`config.mk`:
```
export PLATFORM = sky130hd
export DESIGN_NAME = spindle_index_gen_flat
export DESIGN_NICKNAME = d
export VERILOG_FILES = /design/src/rtl/floppy_pkg.sv /design/src/rtl/spindle_index_gen_if.sv /design/src/rtl/spindle_index_gen_sync2.sv /design/src/rtl/spindle_index_gen.sv /design/src/flat_wrapper.sv
export SDC_FILE = /design/constraint.sdc
export NUM_CORES = 1
export LEC_CHECK = 0
export ABC_AREA = 0
export ABC_CLOCK_PERIOD_IN_PS = 2700
export CORE_ASPECT_RATIO = 1.2
export CORE_MARGIN = 2
export CORE_UTILIZATION = 38
export CTS_BUF_LIST = sky130_fd_sc_hd__clkbuf_2 sky130_fd_sc_hd__clkbuf_4 sky130_fd_sc_hd__clkbuf_8
export DETAILED_ROUTE_END_ITERATION = 12
export PLACE_DENSITY = 0.51
export SYNTH_ARGS = -nofsm -noshare
export SYNTH_HDL_FRONTEND = slang
export SYNTH_HIERARCHICAL = 1
export SYNTH_SLANG_ARGS = --single-unit
```
`constraint.sdc`:
```
create_clock -name clk -period 2.7 [get_ports clk]
set_clock_uncertainty 0.1 [all_clocks]
set_input_delay 0.405 -clock clk [delete_from_list [all_inputs] [get_ports clk]]
set_output_delay 0.405 -clock clk [all_outputs]
set_load 0.02 [all_outputs]
```
`src/rtl/floppy_pkg.sv`:
```
// Shared floppy-drive definitions: spindle FSM encoding, 12 MHz timing defaults, RPM select polarity.
package floppy_pkg;

  typedef enum logic [1:0] {
    ST_IDLE   = 2'd0,
    ST_SPINUP = 2'd1,
    ST_RUN    = 2'd2
  } spindle_state_e;

  // Default cycle counts for a 12 MHz system clock
  localparam int unsigned REV_300_CYC_DEF  = 2_400_000;
  localparam int unsigned REV_360_CYC_DEF  = 2_000_000;
  localparam int unsigned INDEX_PW_CYC_DEF = 24_000;
  localparam int unsigned SPINUP_REVS_DEF  = 3;
  localparam int unsigned CNT_W_DEF        = 22;

  // dens_sel level that selects 360 rpm
  localparam logic RPM_360_SEL = 1'b1;

endpackage : floppy_pkg

```
`src/rtl/spindle_index_gen_if.sv`:
```
// Host-facing spindle signals: host drives motor/density/media inputs, drive returns index/ready/strobe.
interface spindle_index_gen_if;
  logic motor_on_n;
  logic dens_sel;
  logic disk_present;
  logic index_n;
  logic ready_n;
  logic rev_strobe;

  modport master (
    output motor_on_n, dens_sel, disk_present,
    input  index_n, ready_n, rev_strobe
  );

  modport slave (
    input  motor_on_n, dens_sel, disk_present,
    output index_n, ready_n, rev_strobe
  );
endinterface : spindle_index_gen_if

```
`src/rtl/spindle_index_gen_sync2.sv`:
```
// Two-flop synchronizer with a selectable reset value.
module sync2 #(
  parameter logic RST_VAL = 1'b0
) (
  input  logic clk,
  input  logic rst_n,
  input  logic d,
  output logic q
);

  logic meta_q, meta_d;
  logic sync_q, sync_d;

  // Next values for the two synchronizer stages
  always_comb begin
    meta_d = d;
    sync_d = meta_q;
  end

  // Synchronizer flops, reset to the inactive level
  always_ff @(posedge clk) begin
    if (!rst_n) begin
      meta_q <= RST_VAL;
      sync_q <= RST_VAL;
    end else begin
      meta_q <= meta_d;
      sync_q <= sync_d;
    end
  end

  assign q = sync_q;

endmodule : sync2

```
`src/rtl/spindle_index_gen.sv`:
```
// Emulates disk rotation timing to the host: index pulse per revolution, ready after spin-up.
module spindle_index_gen
  import floppy_pkg::*;
#(
  parameter int unsigned REV_300_CYC  = REV_300_CYC_DEF,
  parameter int unsigned REV_360_CYC  = REV_360_CYC_DEF,
  parameter int unsigned INDEX_PW_CYC = INDEX_PW_CYC_DEF,
  parameter int unsigned SPINUP_REVS  = SPINUP_REVS_DEF,
  parameter int unsigned CNT_W        = CNT_W_DEF
) (
  input logic               clk,
  input logic               rst_n,
  spindle_index_gen_if.slave bus
);

  localparam int unsigned REV_W = $clog2(SPINUP_REVS + 1);

  logic motor_on_n_s, dens_sel_s, disk_present_s;
  logic run;

  spindle_state_e   state_q, state_d;
  logic [CNT_W-1:0] phase_q, phase_d;
  logic [REV_W-1:0] rev_cnt_q, rev_cnt_d;
  logic             spd_q, spd_d;
  logic             index_n_q, index_n_d;
  logic             ready_n_q, ready_n_d;
  logic             rev_strobe_q, rev_strobe_d;
  logic [CNT_W-1:0] period_m1;
  logic             boundary;

  sync2 #(.RST_VAL(1'b1)) u_sync_motor (
    .clk(clk), .rst_n(rst_n), .d(bus.motor_on_n), .q(motor_on_n_s)
  );
  sync2 #(.RST_VAL(1'b0)) u_sync_dens (
    .clk(clk), .rst_n(rst_n), .d(bus.dens_sel), .q(dens_sel_s)
  );
  sync2 #(.RST_VAL(1'b0)) u_sync_disk (
    .clk(clk), .rst_n(rst_n), .d(bus.disk_present), .q(disk_present_s)
  );

  assign run       = ~motor_on_n_s & disk_present_s;
  assign period_m1 = (spd_q == RPM_360_SEL) ? CNT_W'(REV_360_CYC - 1) : CNT_W'(REV_300_CYC - 1);
  assign boundary  = (phase_q == period_m1);

  // Next state, phase/revolution counting, speed latch and registered output values
  always_comb begin
    state_d   = state_q;
    phase_d   = phase_q;
    rev_cnt_d = rev_cnt_q;
    spd_d     = spd_q;

    case (state_q)
      ST_IDLE: begin
        phase_d   = '0;
        rev_cnt_d = '0;
        if (run) begin
          state_d = ST_SPINUP;
          spd_d   = dens_sel_s;
        end
      end
      default: begin
        if (boundary) begin
          phase_d = '0;
          spd_d   = dens_sel_s;
          if (dens_sel_s != spd_q) begin
            // Speed change: re-qualify the new rotation rate from scratch
            state_d   = ST_SPINUP;
            rev_cnt_d = '0;
          end else if (state_q == ST_SPINUP) begin
            rev_cnt_d = rev_cnt_q + REV_W'(1);
            if (rev_cnt_d == REV_W'(SPINUP_REVS)) begin
              state_d = ST_RUN;
            end
          end
        end else begin
          phase_d = phase_q + CNT_W'(1);
        end
      end
    endcase

    // Loss of motor or media wins over any boundary event
    if (!run) begin
      state_d   = ST_IDLE;
      phase_d   = '0;
      rev_cnt_d = '0;
    end

    index_n_d    = ~((state_d != ST_IDLE) && (phase_d < CNT_W'(INDEX_PW_CYC)));
    ready_n_d    = ~(state_d == ST_RUN);
    rev_strobe_d = (state_d != ST_IDLE) && (phase_d == '0);
  end

  // State, counters and output registers
  always_ff @(posedge clk) begin
    if (!rst_n) begin
      state_q      <= ST_IDLE;
      phase_q      <= '0;
      rev_cnt_q    <= '0;
      spd_q        <= 1'b0;
      index_n_q    <= 1'b1;
      ready_n_q    <= 1'b1;
      rev_strobe_q <= 1'b0;
    end else begin
      state_q      <= state_d;
      phase_q      <= phase_d;
      rev_cnt_q    <= rev_cnt_d;
      spd_q        <= spd_d;
      index_n_q    <= index_n_d;
      ready_n_q    <= ready_n_d;
      rev_strobe_q <= rev_strobe_d;
    end
  end

  assign bus.index_n    = index_n_q;
  assign bus.ready_n    = ready_n_q;
  assign bus.rev_strobe = rev_strobe_q;

endmodule : spindle_index_gen

```
`src/flat_wrapper.sv`:
```
// flat-port wrapper written by rule: the top's interface ports become plain ports
module spindle_index_gen_flat import floppy_pkg::*;
#(
  parameter int unsigned REV_300_CYC  = REV_300_CYC_DEF,
  parameter int unsigned REV_360_CYC  = REV_360_CYC_DEF,
  parameter int unsigned INDEX_PW_CYC = INDEX_PW_CYC_DEF,
  parameter int unsigned SPINUP_REVS  = SPINUP_REVS_DEF,
  parameter int unsigned CNT_W        = CNT_W_DEF
)
  (clk, rst_n, bus_motor_on_n, bus_dens_sel, bus_disk_present, bus_index_n, bus_ready_n, bus_rev_strobe);
  spindle_index_gen_if bus_i ();
  input logic clk;
  input logic rst_n;
  input wire logic [$bits(bus_i.motor_on_n)-1:0] bus_motor_on_n;
  input wire logic [$bits(bus_i.dens_sel)-1:0] bus_dens_sel;
  input wire logic [$bits(bus_i.disk_present)-1:0] bus_disk_present;
  output wire logic [$bits(bus_i.index_n)-1:0] bus_index_n;
  output wire logic [$bits(bus_i.ready_n)-1:0] bus_ready_n;
  output wire logic [$bits(bus_i.rev_strobe)-1:0] bus_rev_strobe;
  assign bus_i.motor_on_n = bus_motor_on_n;
  assign bus_i.dens_sel = bus_dens_sel;
  assign bus_i.disk_present = bus_disk_present;
  assign bus_index_n = bus_i.index_n;
  assign bus_ready_n = bus_i.ready_n;
  assign bus_rev_strobe = bus_i.rev_strobe;
  spindle_index_gen #(.REV_300_CYC(REV_300_CYC), .REV_360_CYC(REV_360_CYC), .INDEX_PW_CYC(INDEX_PW_CYC), .SPINUP_REVS(SPINUP_REVS), .CNT_W(CNT_W)) u_core (.clk(clk), .rst_n(rst_n), .bus(bus_i));
endmodule
```
Yosys cells after proc, flatten, opt, wreduce, memory -nomap -nowiden --
Index checks and enable logic that the tools add are counted.
Word-level totals: bits in registers 36, input bits 5, output and inout bits 3, word-level logic and storage cells 53
Cells by class: $add $sub $neg 2, magnitude comparators 1, equal/unequal tests 6, multiplexer cells 15, bitwise operators 6, reduce and logical (&&, ||, !) cells 10
Operator list (count):
- $mux 22 | 4
- $add 22x1->22 const B | 1
- $eq 22x22->1 | 1
- $logic_not 22->1 | 1
- $lt 22x15->1 const B | 1
- $mux 2 | 8
- $reduce_bool 2->1 | 3
- $not 1->1 | 5
- $eq 2x2->1 const B | 2
- $reduce_and 2->1 | 2
- $mux 1 | 3
- $reduce_or 3->1 | 1
- $add 2x1->2 const B | 1
- $eq 2x1->1 const B | 1
- $logic_and 1x1->1 | 2
- $logic_not 2->1 | 1
- $ne 2x1->1 const B | 1
- $and 1x1->1 | 1
- $ne 1x1->1 | 1

Depth between registers and ports, before layout --
Gate-level depths: netlist (run 1).
depth in word-level cells 11, gate-level depth with buffers 8, depth with buffers taken out 7

By module --
The synthesis (run 1) kept the hierarchy.
Modules (own cells, without submodules):
- spindle_index_gen | times used 1, cells an instance 232, area an instance 1840.5 um^2, seq. area each 600.6 um^2
- sync2 | times used 3, cells an instance 4, area an instance 52.6 um^2, seq. area each 40.0 um^2

Worst setup path before layout (run 1) --
OpenSTA, ideal clock, no wires.
path kind reg2reg, from register u_core.phase_q[0], to register u_core.spd_q, library setup time 0.116 ns, arrival time 1.909 ns, required time 2.484 ns, slack 0.575 ns, stages on the path, launching flop included 9, path buffers 1, period minus slack after synthesis 2.125 ns, cells stage by stage dfxtp_1 ha_1 and4_1 buf_2 nand4_1 or3_1 o21ai_0 mux2i_1 nor2b_1
Between the ends: word-level cells in the longest chain between the ends 3
Ends and longest elaborated chain:
- start, declared | RTL line spindle_index_gen.sv:22 | logic [CNT_W-1:0] phase_q, phase_d;
- start signal, assigned | RTL line spindle_index_gen.sv:105 | phase_q <= phase_d;
- $eq 22x22->1 | RTL line spindle_index_gen.sv:43 | assign boundary = (phase_q == period_m1);
- $reduce_bool 2->1 (no source line)
- $reduce_and 2->1 (no source line)
- end signal, assigned | RTL line spindle_index_gen.sv:107 | spd_q <= spd_d;
- end, declared | RTL line spindle_index_gen.sv:24 | logic spd_q, spd_d;
No other way between the ends. A chain may end at the register's enable or synchronous reset.

Worst setup path in the final report (run 1) --
from register u_core.phase_q[11], to register u_core.rev_strobe_q, in the netlist u_core/bus.rev_strobe
Between the ends: word-level cells in the longest chain between the ends 6, elaborated cells between the ends (all ways) 11, those cells by class add/sub: 1; eq/ne: 1; mux: 6; reduce/logical: 3
Ends and longest elaborated chain:
- $add 22x1->22 or $eq 22x22->1 (tied branches) | RTL line spindle_index_gen.sv:76, spindle_index_gen.sv:43
- $mux 22 or $mux 2 (tied branches) | RTL line spindle_index_gen.sv:62 | if (boundary) begin
- $mux 22 or $mux 2 (tied branches) | RTL line spindle_index_gen.sv:52 | case (state_q)
- $mux 22 or $mux 2 (tied branches) | RTL line spindle_index_gen.sv:82 | if (!run) begin
- $logic_not 22->1 or $reduce_bool 2->1 (tied branches) | RTL line spindle_index_gen.sv:90 | rev_strobe_d = (state_d != ST_IDLE) && (phase_d == '0);
- $logic_and 1x1->1 * | RTL line spindle_index_gen.sv:90
- end signal, assigned | RTL line spindle_index_gen.sv:110 | rev_strobe_q <= rev_strobe_d;
- end, declared | RTL line spindle_index_gen.sv:27 | logic rev_strobe_q, rev_strobe_d;
Every way passes the cells marked *; elsewhere a longest branch is shown, timed or not.

==> summary.json, run 1 <==
{
  "initialDrtViolationCount": 101,
  "insertedDiodeCount": 0,
  "dr_total_vias": 1725,
  "die_y_um": 83.4,
  "h-tree-depth": 2,
  "switching_power_uw": 207,
  "synth-seq-cells": 36,
  "gr-total-overflow": 0,
  "post-route-period-util_pct": 89.3,
  "syn_inst": 244,
  "critPathKind": "reg2reg",
  "global_route.peak_usage_layer": "met2",
  "num_rows": 28,
  "tritoncts_clock_tree": "built",
  "grt_antenna_before_repair": 0,
  "power.sequential.fraction_pct": 44.2,
  "drive_above_1_share_pct": 9.41,
  "critical_path.endpoint_type": "flip-flop",
  "syn_to_final_growth_pct": 15.4,
  "synth_flop_type": "dfxtp_1",
  "postLayoutCellArea_mm2": 0.00231,
  "nNetsFinal": 261,
  "p_int_uw": 1010,
  "grt_max_degree": 13,
  "critical_path_arrival_ns": 2.55,
  "starting_density_pct": 39.9,
  "clockPowerShare_pct": 54.6,
  "synth.distinct_cells": 45,
  "worst_pin_slew_ns": 0.413,
  "post_synth_instance_area_mm2": 0.00200,
  "critical_path.max_fanout": 10,
  "routabilityCongestion": 0.824,
  "detail-route-antenna-nets": 0,
  "insertion_delay_ns": 0.29,
  "worst_setup_path_start_kind": "flip-flop",
  "grt_util_met2_pct": 30.0,
  "clockRootBuffer": "clkbuf_8",
  "switching_part_of_the_total_pct": 17.1,
  "dpl_cell_area_mm2": 0.00215,
  "hpwlAfterDp_um": 3640,
  "count_of_pins_over_their_slew_limit": 0,
  "setup_tns_ns": 0,
  "post-cts-setup-buffers": 0,
  "numClockSinks": 36,
  "yosys_warnings": 6,
  "power.density_mw_per_mm2": 527,
  "achievable-frequency_ghz": 0.415,
  "io_pins": 8,
  "power.total_uw": 1210,
  "grt_util_met3_pct": 3.76,
  "post_cts_resized": 0,
  "totalWireLength_um": 4820,
  "dieWidth_um": 70.2,
  "synth-async-reset-ratio_pct": 0,
  "globalRouteTotalUtil_pct": 17.7,
  "power.leakage_uw": 0.000693,
  "min_period_ns": 2.41,
  "drt-vias-per-instance": 5.48,
  "avgRoutedWirePerCell_um": 15.3,
  "avgSynthCellArea_um2": 8.19,
  "finalCoreUtilization_pct": 46.0,
  "synth_edf_count": 0,
  "drc_errors": 0,
  "core_area_mm2": 0.00501,
  "min-delay-path-class": "reg2reg",
  "hold_viol": 0,
  "grtUsageMet1_pct": 21.9,
  "io_buffer_count": 7,
  "cts_hold_repair.buffers": 0,
  "grt_setup_unrepaired": "false",
  "result_of_the_run": "finished, final reports clean",
  "final_cell_mix": "36 x nor2_1, 36 x dfxtp_1, 18 x xnor2_1, 16 x nand2_1, 13 x nand3_1",
  "critical_path_required_ns": 2.84,
  "setup_violations": 0,
  "sequential_share_of_the_synthesized_area_pct": 36.1,
  "timing.max_cap.violations": 0,
  "power.share.combinational_pct": 1.3,
  "numCtsBuffers": 5,
  "headroom_to_the_max_slew_limit_pct": 72.4,
  "worst_setup_hold_path_clk_slew_ns": 0.07,
  "grt_first_pass_wirelength_um": 8170,
  "cts-root-to-sink-buffers": 2,
  "floorplan.die_area_mm2": 0.00586,
  "ir_worst_vdd_v": 0.000304,
  "via_count_of_the_first_global_routing_pass": 1655,
  "syn_nets": 251,
  "drt_pre_antenna_iters": 4
}
## cells in the mapped netlist, types with 6 or more instances
| master | number | share of area [%] |
|---|---|---|
| xor2_1 | 6 | 2.6 |
| xnor2_1 | 18 | 7.9 |
| and2_1 | 10 | 3.1 |
| inv_1 | 6 | 1.1 |
| nand3_1 | 13 | 3.3 |
| nor2_1 | 36 | 6.8 |
| dfxtp_1 | 36 | 36 |
| nor2b_1 | 7 | 2.2 |
| nand4_1 | 6 | 1.9 |
| buf_2 | 9 | 2.3 |
| nand2_1 | 16 | 3.0 |
| nor3_1 | 9 | 2.3 |
| nor4_1 | 6 | 1.9 |
| a21oi_1 | 6 | 1.5 |
## per-layer routing
layer  share of wire, %  up-vias
met2                 51       34
li1                   -      880
met5                  0        -
met1                 44      804
met4                1.6        0
met3                3.6        7
## area by class of cell
cell class,count,area [um^2]
Clock buffer,5,68.8
Clock inverter,3,90.1
Fill cell,512,2700
Inverter,6,22.5
Multi-Input combinational cell,189,1190
Sequential cell,36,721
Tap cell,60,75.1
Timing Repair Buffer,16,138
## power groups by stage
stage | registers [uW] | logic [uW] | clock network [uW]
after floorplan | 549 | 5.34 | 0
after global placement | 549 | 15.7 | 0
after detailed placement | 549 | 15.9 | 0
after CTS | 536 | 15.9 | 682
after global routing | 537 | 17.5 | 700
final | 536 | 15.6 | 662
## sequential cells by signal, indices dropped and copies added (netlist names)
name                        cells
u_core/u_sync_dens/meta_q       1
u_core/bus.index_n              1
u_core/u_sync_dens/q            1
u_core/u_sync_disk/meta_q       1
u_core/u_sync_motor/q           1
u_core/rev_cnt_q                2
u_core/u_sync_motor/meta_q      1
u_core/bus.ready_n              1
u_core/state_q                  2
u_core/u_sync_disk/q            1
u_core/phase_q                 22
u_core/spd_q                    1
u_core/bus.rev_strobe           1
## final timing paths
| path | start | to | slack, ns | depth (start not counted) |
|---|---|---|---|---|
| max | u_core/phase_q[11] | u_core/bus.rev_strobe | 0.29 | 6 |
| min | u_core/u_sync_motor/meta_q | u_core/u_sync_motor/q | 0.31 | 1 |
| max reg2reg | u_core/phase_q[11] | u_core/bus.rev_strobe | 0.29 | 6 |
| min reg2reg | u_core/u_sync_motor/meta_q | u_core/u_sync_motor/q | 0.31 | 1 |
## worst max-delay path: stages, from the launching register on
cell      delay, ns
dfxtp_1        0.53
nand3_2        0.22
or4_4          0.57
nor4_1         0.32
o211ai_1       0.17
nor4_1         0.31
o21a_1         0.14
## through the flow
step / cells / hold slack, ns / setup WS, ns
5_1_grt: 315 / 0.331 / 0.163
6_report: 315 / 0.310 / 0.288
3_3_place_gp: 307 / 0.287 / 0.347
2_1_floorplan: 244 / 0.286 / 0.575
4_1_cts: 315 / 0.317 / 0.320
3_5_place_dp: 307 / 0.298 / 0.334
## cells by family (layout without fill, tap and decap cells)
kind of cell,Yosys count,after routing,share of synthesized area [%]
AND/OR/NAND/NOR,126,126,34.6
flip-flops,36,36,36.1
adder cells (fa/ha/maj),2,2,1.25
XOR/XNOR,24,24,10.5
multiplexers,5,5,2.50
buffers and inverters,19,30,4.32
AO/OA/AOI/OAI,32,32,10.8
No activity file was read; power rests on OpenSTA's default activity.
==> run 2, diff against run 1 <==
TNS_END_PERCENT = 100   (was not set)
==> results of run 2 <==
The final DEF is identical to that of run 1; final timing and power are the same.
